===== src/rtl/cpu_pkg.sv =====
// cpu_pkg: memory geometry and loader state encoding shared by the core, memory and program loader.
`default_nettype none

package cpu_pkg;

  localparam int WORD_ADDR_W = 7;
  localparam int WORD_W      = 16;
  localparam int BYTE_W      = 8;
  localparam int MEM_WORDS   = 128;

  typedef enum logic [2:0] {
    LD_IDLE  = 3'd0,
    LD_LO    = 3'd1,
    LD_HI    = 3'd2,
    LD_WRITE = 3'd3,
    LD_CHECK = 3'd4,
    LD_DONE  = 3'd5
  } loader_state_t;

endpackage

`default_nettype wire


===== src/rtl/prog_loader.sv =====
// prog_loader: packs a byte stream (low byte first) into words, writes them from address 0,
// verifies a trailing XOR checksum and releases the core only after a clean load.
`default_nettype none

module prog_loader
  import cpu_pkg::*;
#(
  parameter int ADDR_W = WORD_ADDR_W,
  parameter int BYTE_W = cpu_pkg::BYTE_W,
  parameter int WORD_W = cpu_pkg::WORD_W
) (
  input  logic              clk,
  input  logic              rst_n,
  input  logic              start,
  input  logic [7:0]        len,
  input  logic              in_valid,
  input  logic [BYTE_W-1:0] in_data,
  output logic              in_ready,
  output logic              mem_we,
  output logic [ADDR_W-1:0] mem_addr,
  output logic [WORD_W-1:0] mem_wdata,
  output logic              busy,
  output logic              done,
  output logic              err,
  output logic              cpu_run
);

  // One extra counter bit lets a full-memory load reach len without wrapping.
  localparam int CNT_W = ADDR_W + 1;
  localparam int DEPTH = 1 << ADDR_W;

  loader_state_t     state;
  logic [CNT_W-1:0]  cnt;
  logic [CNT_W-1:0]  len_q;
  logic [BYTE_W-1:0] lo_byte;
  logic [BYTE_W-1:0] csum;
  logic [WORD_W-1:0] wdata;
  logic              done_q;
  logic              err_q;
  logic              run_q;

  logic [CNT_W-1:0]  cnt_nxt;
  logic              len_bad;

  assign cnt_nxt = cnt + CNT_W'(1);
  assign len_bad = (len == 8'd0) || (32'(len) > DEPTH);

  always_ff @(posedge clk) begin
    if (!rst_n) begin
      state   <= LD_IDLE;
      cnt     <= '0;
      len_q   <= '0;
      lo_byte <= '0;
      csum    <= '0;
      wdata   <= '0;
      done_q  <= 1'b0;
      err_q   <= 1'b0;
      run_q   <= 1'b0;
    end else begin
      case (state)
        LD_IDLE, LD_DONE: begin
          if (start) begin
            done_q <= 1'b0;
            err_q  <= 1'b0;
            run_q  <= 1'b0;
            csum   <= '0;
            cnt    <= '0;
            len_q  <= CNT_W'(len);
            if (len_bad) begin
              state  <= LD_DONE;
              done_q <= 1'b1;
              err_q  <= 1'b1;
            end else begin
              state <= LD_LO;
            end
          end
        end
        LD_LO: begin
          if (in_valid) begin
            lo_byte <= in_data;
            csum    <= csum ^ in_data;
            state   <= LD_HI;
          end
        end
        LD_HI: begin
          if (in_valid) begin
            wdata <= {in_data, lo_byte};
            csum  <= csum ^ in_data;
            state <= LD_WRITE;
          end
        end
        LD_WRITE: begin
          cnt   <= cnt_nxt;
          state <= (cnt_nxt == len_q) ? LD_CHECK : LD_LO;
        end
        LD_CHECK: begin
          if (in_valid) begin
            done_q <= 1'b1;
            err_q  <= (in_data != csum);
            run_q  <= (in_data == csum);
            state  <= LD_DONE;
          end
        end
        default: state <= LD_IDLE;
      endcase
    end
  end

  assign in_ready  = (state == LD_LO) || (state == LD_HI) || (state == LD_CHECK);
  assign mem_we    = (state == LD_WRITE);
  assign busy      = in_ready || mem_we;
  assign mem_addr  = cnt[ADDR_W-1:0];
  assign mem_wdata = wdata;
  assign done      = done_q;
  assign err       = err_q;
  assign cpu_run   = run_q;

endmodule

`default_nettype wire


===== config.mk =====
export PLATFORM = sky130hd
export DESIGN_NAME = prog_loader
export DESIGN_NICKNAME = d
export VERILOG_FILES = /design/src/rtl/cpu_pkg.sv /design/src/rtl/prog_loader.sv
export SDC_FILE = /design/constraint.sdc
export NUM_CORES = 1
export LEC_CHECK = 0
export ABC_AREA = 0
export CAP_MARGIN = 15
export CELL_PAD_IN_SITES_DETAIL_PLACEMENT = 2
export CELL_PAD_IN_SITES_GLOBAL_PLACEMENT = 2
export CORE_MARGIN = 2
export CORE_UTILIZATION = 31
export DETAILED_ROUTE_END_ITERATION = 8
export PLACE_DENSITY = 0.78
export SETUP_SLACK_MARGIN = 0.02
export SYNTH_ARGS = -nofsm -noshare
export SYNTH_HDL_FRONTEND = slang
export SYNTH_SLANG_ARGS = --single-unit
export TNS_END_PERCENT = 5

===== constraint.sdc =====
create_clock -name clk -period 2.4 [get_ports clk]
set_input_delay 0.48 -clock clk [delete_from_list [all_inputs] [get_ports clk]]
set_output_delay 0.48 -clock clk [all_outputs]
set_load 0.03 [all_outputs]

==> results.cfg, run 1 <==
[global_routing]
grt_pass1_wl_mm = 14.0
grt_pass1_vias = 2814
antenna_found_initial = 0
overflow = 0
grt_usage_pct = 18.1
grt_start_max_net_pins = 39

[layout]
finalNonFillerCells = 491
syn_to_final_growth_pct = 29.9
diodes = 0
drive_gt1_share_pct = 11.2
post-route-cell-area_um2 = 3520
fin_nets = 403

[setup_path]
critical_path.max_stage_delay_ns = 0.44
end_kind = output port
start_kind = flip-flop
critPathMaxFanout = 11
ff2ff_setup_slack_ns = 0.37
path_cells = buf_4 -> nand2b_1 -> a21oi_1 -> or2_2 -> buf_4
slowest_stage = dfxtp_1
path_common_cell = buf_4
crit_type = reg2out
worstPathArrival_ns = 1.77
cp.required_ns = 1.92

[sta]
fin_crit_sh_pct = 93.9
fmax_mhz = 444
setup-violations-final = 0
rsz0062_at_grt = false
fin_ws_ns = 0.145
max_slew_margin_pct = 68.3
report.final.hold_viol_count = 0
drv_slew = 0
setup_tns_ns = 0
worst_slew_pin_slew_ns = 0.475
period_needed_ns = 2.25
clock_skew_ns = 0.00675

[pwr]
ir_drop_mv = 0.282
p_leak_nw = 1.29
power_mw = 2.24
powerDensity_nw_per_um2 = 637

[clocking]
cts_tree = built
htree_num_levels = 2
cts_sinks = 54
cts_resized = 0
cts_made_buffers = 5
clkTransAtPathRegs_ns = 0.10
cts-hold-fix-buffers = 0
cts_setup_buffers = 0
clock_latency_ns = 0.31
clockBufferDepth = 2
cts_root_buf = clkbuf_8

[synth]
synth-async-reset-ratio_pct = 0
synth_top_cell_by_area = dfxtp_1
seq_area_frac_synth_pct = 39.9
synth_cells = 325
ys_types = 50
synth_edf_count = 0
synth_common_cells = dfxtp_1, nand2_1, nor2_1
yosys-top-cells-area = dfxtp_1, mux2i_1, a21oi_1
yosysMostFrequentCell = dfxtp_1
syn_avg_cell_area_um2 = 8.33
ys_warn_count = 0
yosys.area.top_type_share_pct = 39.9
ys_ff_latch = 54
ys.flop_type = dfxtp_1
syn-num-nets = 346
syn-cell-area_um2 = 2710

[floorplanning]
die_h_um = 97.4
num_rows = 34
core_area_um2 = 8590
die_w_um = 97.4
io_pins = 49
dieArea_um2 = 9490
start_util_pct = 31.5

[route]
antenna_left = 0
drtPass1Iterations = 3
drc_errors = 0
wl_per_cell_um = 16.7
drtIter0Drc = 56
drt-total-wl_mm = 8.19
routed-via-count = 2526
via_per_inst = 5.14

[placement]
pre_cts_ws_ns = -0.00927
dp_hpwl_mm = 6.00
place.gp.congestion = 0.802
dpl_cell_area_um2 = 3390
portBuffers = 48
dp_cells = 483

[min_path]
hp-class = reg2reg

[status]
outcome = finished clean

[run]
cap_violations = 0
==> stage by stage <==
stage	util (%)	hold slack, ns
2_1_floorplan	-	0.431
3_3_place_gp	39.4	0.443
3_5_place_dp	39.4	0.451
4_1_cts	40.8	0.466
5_1_grt	40.9	0.489
6_report	40.9	0.463
==> state kept, by name (all words and copies together), names as in the netlist <==
name / count
err: 1
done: 1
mem_wdata: 16
lo_byte: 8
cpu_run: 1
csum: 8
len_q: 8
cnt: 8
state: 3
==> logic make-up after synthesis <==
family	share of synthesized area [%]
DFF	39.9
AOI/OAI and AO/OA	16.7
adders and majority gates	0.462
muxes	6.66
and+or+nand+nor	24.6
xor gates and xnor gates	6.47
buffers and inverters	5.22
==> final timing paths <==
kind	startpoint	endpoint	cells after the start
min reg2reg	mem_wdata[9]	mem_wdata[9]	2
max	state[0]	in_ready	5
min	mem_wdata[9]	mem_wdata[9]	2
max reg2reg	cnt[0]	state[0]	6
==> worst max-delay path, delay by kind of cell (launching register included) <==
kind | cells | cell delay [ns]
simple gates | 2 | 0.53
flops | 1 | 0.44
buf+inv | 2 | 0.39
compound gates | 1 | 0.11
==> layer usage <==
layer | GRT usage [%] | vias to the layer above | wire length (um)
li1 | - | 1242 | -
met1 | 22.2 | 1254 | 3640
met2 | 33.0 | 26 | 4300
met3 | 3.02 | 4 | 173
met4 | 4.38 | 0 | 69
met5 | 0 | - | 0
==> where the power goes <==
group	leakage (nW)	internal, mW	total, mW	switching [mW]
logic	0.786	0.251	0.569	0.318
clock network	0.0618	0.344	0.673	0.329
registers	0.439	0.950	0.998	0.0487
==> placed cells by master (no fill, tap or decap), drive strengths merged, types with 2 or more instances in the layout <==
master and n:
xnor2 11, xor2 9, nor2 42, a21o 2, nor3 5, a32o 2
a211oi 6, and2 3, nand3b 4, nor3b 2, or2 3, dfxtp 54
a21oi 35, nand4b 8, mux2i 18, nand2b 5, clkdlybuf4s50 46, o21ai 19
inv 3, nand4 3, buf 27, or3 3, and3 3, nand3 2
nand2 41, clkbuf 6, nor4 3
==> final cells by class <==
cell class | count | area (um2)
well taps | 108 | 135
clock inverters | 2 | 38.8
clock buffers | 6 | 82.6
multi-input cells | 245 | 1490
repair buffers | 73 | 676
flip-flops and latches | 54 | 1080
fillers | 971 | 5080
inverters | 3 | 11.3
Power figures use the tool's default switching activity.
==> inputs of run 2 (changes only) <==
--- a/config.mk
+++ b/config.mk
@@ -5,7 +5,6 @@
 export SDC_FILE = /design/constraint.sdc
 export NUM_CORES = 1
 export LEC_CHECK = 0
-export ABC_AREA = 0
 export CAP_MARGIN = 15
 export CELL_PAD_IN_SITES_DETAIL_PLACEMENT = 2
 export CELL_PAD_IN_SITES_GLOBAL_PLACEMENT = 2
@@ -13,6 +12,7 @@
 export CORE_UTILIZATION = 31
 export DETAILED_ROUTE_END_ITERATION = 8
 export PLACE_DENSITY = 0.78
+export REMOVE_ABC_BUFFERS = 1
 export SETUP_SLACK_MARGIN = 0.02
 export SYNTH_ARGS = -nofsm -noshare
 export SYNTH_HDL_FRONTEND = slang
==> run 2 against run 1 <==
  * Final cell count is 0.20% lower
  * Clock skew is 0.0030 ns lower
  * Setup slack better by 0.035 ns
  * Total power is 1.7% lower
  * Combinational power hardly changed
  * Via count is 0.63% higher
  * Hold slack worse by 0.0049 ns
  * Wire length is 1.0% lower
  * Sequential power hardly changed
  * Maximum frequency is 1.6% higher
  * Critical path depth stayed put
  * Global-route usage is 0.32 points lower
==> results.cfg, run 2 (same netlist as run 1, synthesis figures left out) <==
[sta]
report.final.hold_viol_count = 0
rsz0062_at_grt = false
setup-violations-final = 0
drv_slew = 0
clock_skew_ns = 0.00372
max_slew_margin_pct = 72.6
period_needed_ns = 2.22
fin_crit_sh_pct = 92.5
worst_slew_pin_slew_ns = 0.411
fin_ws_ns = 0.181
setup_tns_ns = 0
fmax_mhz = 451

[setup_path]
cp.required_ns = 1.92
slowest_stage = dfxtp_1
path_common_cell = buf_4
end_kind = output port
critical_path.max_stage_delay_ns = 0.34
worstPathArrival_ns = 1.74
critPathMaxFanout = 14
start_kind = flip-flop
crit_cells = 5
path_buf_inv = 2
crit_type = reg2out
crit_family = simple AND/OR/NAND/NOR gates
path_cells = buf_4 -> nand2b_1 -> a21oi_1 -> or2_2 -> buf_4
reg2regPathDepth = 7

[global_routing]
overflow = 0
grt_usage_pct = 17.8
antenna_found_initial = 0
grt_pass1_vias = 2746
grt_start_max_net_pins = 33
grt_pass1_wl_mm = 13.8

[clocking]
cts_sinks = 54
cts_tree = built
cts-hold-fix-buffers = 0
cts_root_buf = clkbuf_8
clockBufferDepth = 2
cts_setup_buffers = 0
cts_made_buffers = 5
cts_resized = 0
htree_num_levels = 2
clkTransAtPathRegs_ns = 0.11
clock_latency_ns = 0.31

[min_path]
whs_path_depth = 2
hp-class = reg2reg

[floorplanning]
die_w_um = 97.4
dieArea_um2 = 9490
start_util_pct = 31.5
die_h_um = 97.4
num_rows = 34
io_pins = 49
core_area_um2 = 8590

[placement]
pre_cts_ws_ns = 0.0148
dp_hpwl_mm = 5.94
place.gp.congestion = 0.750
portBuffers = 48

[route]
routed-via-count = 2542
drtPass1Iterations = 4
drt-total-wl_mm = 8.10
antenna_left = 0
drtIter0Drc = 53
drc_errors = 0
wl_per_cell_um = 16.5
via_per_inst = 5.19

[layout]
layout_commonest_cell = dfxtp_1
fin_nets = 402
multi_input_comb_area_um2 = 1480
drive_gt1_share_pct = 10.7
final_util_pct = 40.5
largest_reg_flops = 16
diodes = 0
regArea_um2 = 1080
final_cell_mix = dfxtp_1, clkdlybuf4s50_1, nand2_1, nor2_1, a21oi_1
nFillCells = 994
syn_to_final_growth_pct = 28.5

[pwr]
power_mw = 2.20
ir_drop_mv = 0.262
p_leak_nw = 1.27
powerDensity_nw_per_um2 = 634

[run]
cap_violations = 0

[status]
outcome = finished clean
-- run 2: power by group --
part           switching [mW]  leakage [nW]  internal [mW]
registers              0.0461         0.439          0.950
logic                   0.323         0.779          0.248
clock network           0.324        0.0514          0.312
total                   0.694          1.27           1.51
-- run 2: layout make-up --
class	instances	share of cell area (%)
sequential	54	31.1
clock buffer	6	2.09
inverter	3	0.324
multi-input combinational	245	42.7
tap	108	3.88
clock inverter	2	1.08
timing repair buffer	72	18.8
-- run 2: worst paths after layout --
kind                       end  slack [ns]  startpoint
setup / recovery      in_ready        0.18    state[0]
hold / removal    mem_wdata[0]        0.46  lo_byte[0]
setup reg to reg      state[0]        0.46      cnt[0]
hold reg to reg   mem_wdata[0]        0.46  lo_byte[0]
-- run 2: layer usage --
metal	GRT usage [%]	part of all wire (%)	vias up
met2	32.1	52	45
li1	-	-	1243
met3	3.31	3.1	14
met1	21.6	43	1240
met4	4.91	1.7	0
met5	0	0	-
-- run 2: through the flow --
stage	cells	hold slack, ns	area [um2]
2_1_floorplan	302	0.431	2580
4_1_cts	490	0.464	3480
5_1_grt	490	0.495	3480
6_report	490	0.458	3480
3_3_place_gp	482	0.439	3370
3_5_place_dp	482	0.448	3370
-- run 2: tightest hold or removal path, cell delays in order, from the launching register on --
cell	delay [ns]
dfxtp_1	0.32
nand2_1	0.05
a21oi_1	0.05
==> inputs of run 3 (changes only) <==
--- a/config.mk
+++ b/config.mk
@@ -5,10 +5,10 @@
 export SDC_FILE = /design/constraint.sdc
 export NUM_CORES = 1
 export LEC_CHECK = 0
-export CAP_MARGIN = 15
+export CAP_MARGIN = 20
 export CELL_PAD_IN_SITES_DETAIL_PLACEMENT = 2
 export CELL_PAD_IN_SITES_GLOBAL_PLACEMENT = 2
-export CORE_MARGIN = 2
+export CORE_MARGIN = 4
 export CORE_UTILIZATION = 31
 export DETAILED_ROUTE_END_ITERATION = 8
 export PLACE_DENSITY = 0.78
==> run 3 against run 2 <==
  * Global-route usage down 1.3 points
  * Wire length increased by 2.2%
  * Register-to-register slack got worse by 0.17 ns
  * Maximum frequency is 1.8% higher
  * Critical path type unchanged
  * Hold slack better by 0.0028 ns
  * Design area decreased by 0.65%
  * Largest cell class unchanged
  * Clock-buffer cell count decreased by 1
  * Combinational power is 1% higher
==> results.cfg, run 3 (same netlist as run 1, synthesis figures left out) <==
[sta]
clock_skew_ns = 0.00901
rsz0062_at_grt = false
setup-violations-final = 0
max_slew_margin_pct = 67.9
worst_slew_pin_slew_ns = 0.482
period_needed_ns = 2.18
fmax_mhz = 459
fin_crit_sh_pct = 90.8
setup_tns_ns = 0
report.final.hold_viol_count = 0
drv_slew = 0
fin_ws_ns = 0.221

[setup_path]
crit_start = state[0]
reg2reg_from = cnt[1]
start_kind = flip-flop
critPathMaxFanout = 2
slowest_stage = clkdlybuf4s50_1
path_buf_inv = 1
crit_type = reg2out
critical_path.max_stage_delay_ns = 0.68
worstPathArrival_ns = 1.70
cp.required_ns = 1.92
end_kind = output port
crit_family = buffers and inverters
path_cells = nor2_1 -> xnor2_1 -> clkdlybuf4s50_1

[clocking]
clock_latency_ns = 0.31
cts_made_buffers = 5
clockBufferDepth = 2
clkTransAtPathRegs_ns = 0.10
cts_root_buf = clkbuf_8
cts_setup_buffers = 0
cts_tree = built
cts_sinks = 54
htree_num_levels = 2

[layout]
syn_to_final_growth_pct = 27.7
nFillCells = 966
fin_nets = 403
drive_gt1_share_pct = 11.0
layout_commonest_cell = dfxtp_1
finalNonFillerCells = 487
final_util_pct = 41.4
diodes = 0
final_cell_mix = dfxtp_1, clkdlybuf4s50_1, nand2_1, nor2_1, a21oi_1
largest_reg_flops = 16

[route]
routed-via-count = 2590
via_per_inst = 5.32
drtPass1Iterations = 4
wl_per_cell_um = 17.0
drc_errors = 0
drtIter0Drc = 73
antenna_left = 0
drt-total-wl_mm = 8.28

[placement]
dp_cells = 480
portBuffers = 48
pre_cts_ws_ns = 0.0260
dp_hpwl_mm = 6.13
place.gp.congestion = 0.778

[global_routing]
grt_usage_pct = 16.5
antenna_found_initial = 0
grt_pass1_vias = 2757
grt_start_max_net_pins = 28
overflow = 0
grt_pass1_wl_mm = 13.6

[min_path]
hp-start = mem_wdata[15]
hp-class = reg2reg

[pwr]
powerDensity_nw_per_um2 = 602
p_leak_nw = 1.26
power_mw = 2.08
ir_drop_mv = 0.261

[floorplanning]
core_area_um2 = 8340
io_pins = 49
dieArea_um2 = 10300
die_h_um = 101
start_util_pct = 32.4
num_rows = 33
die_w_um = 101

[run]
cap_violations = 0

[status]
outcome = finished clean
## run 3: changes by cell type in the layout (fill, tap and decap cells not counted)
cell,delta
buf_4,+1
clkinvlp_4,+1
clkbuf_1,-1
bufinv_16,-1
## run 3: path summary, 6_finish.rpt
path	to	slack [ns]	depth (start not counted)
min	mem_wdata[15]	0.46	2
max	busy	0.22	3
min reg2reg	mem_wdata[15]	0.46	2
max reg2reg	state[0]	0.29	7
## run 3: power breakdown
group / switching, mW / internal (mW) / leakage, nW
sequential: 0.0471 / 0.950 / 0.439
combinational: 0.329 / 0.249 / 0.783
clock: 0.307 / 0.200 / 0.0362
## run 3: area by class of cell
class	instances	area [um2]	share of cell area, %
clock buffers	5	68.8	1.99
inverters	3	11.3	0.326
clock inverters	2	15.0	0.434
well taps	105	131	3.80
flip-flops and latches	54	1080	31.3
repair buffers	73	663	19.2
multi-input cells	245	1480	42.9
## run 3: routing by layer
| layer | global-route usage, % | share of wire, % |
|---|---|---|
| met5 | 0 | 0 |
| met2 | 28.3 | 49 |
| met4 | 2.86 | 0.53 |
| met1 | 22.2 | 48 |
| met3 | 2.62 | 2.3 |
## run 3: per-stage QoR
stage          hold WS, ns  instance area, um2
2_1_floorplan        0.431                2580
3_3_place_gp         0.442                3370
3_5_place_dp         0.454                3370
4_1_cts              0.470                3450
5_1_grt              0.484                3460
6_report             0.461                3460
## run 3: worst register-to-register path: cells and delay by family (launching register included)
| family | cells | cell delay (ns) |
|---|---|---|
| buffers and inverters | 1 | 0.17 |
| AO/OA/AOI/OAI | 3 | 0.46 |
| adder cells (fa/ha/maj) | 1 | 0.50 |
| AND/OR/NAND/NOR | 2 | 0.42 |
| flip-flops | 1 | 0.44 |
## run 3: what timing repair did
action / 4_1_cts / 5_1_grt
hold buffers: 0 / 0
gates resized for setup: 0 / 1
hold endpoints to repair: 0 / 0
setup endpoints to repair: 0 / 1
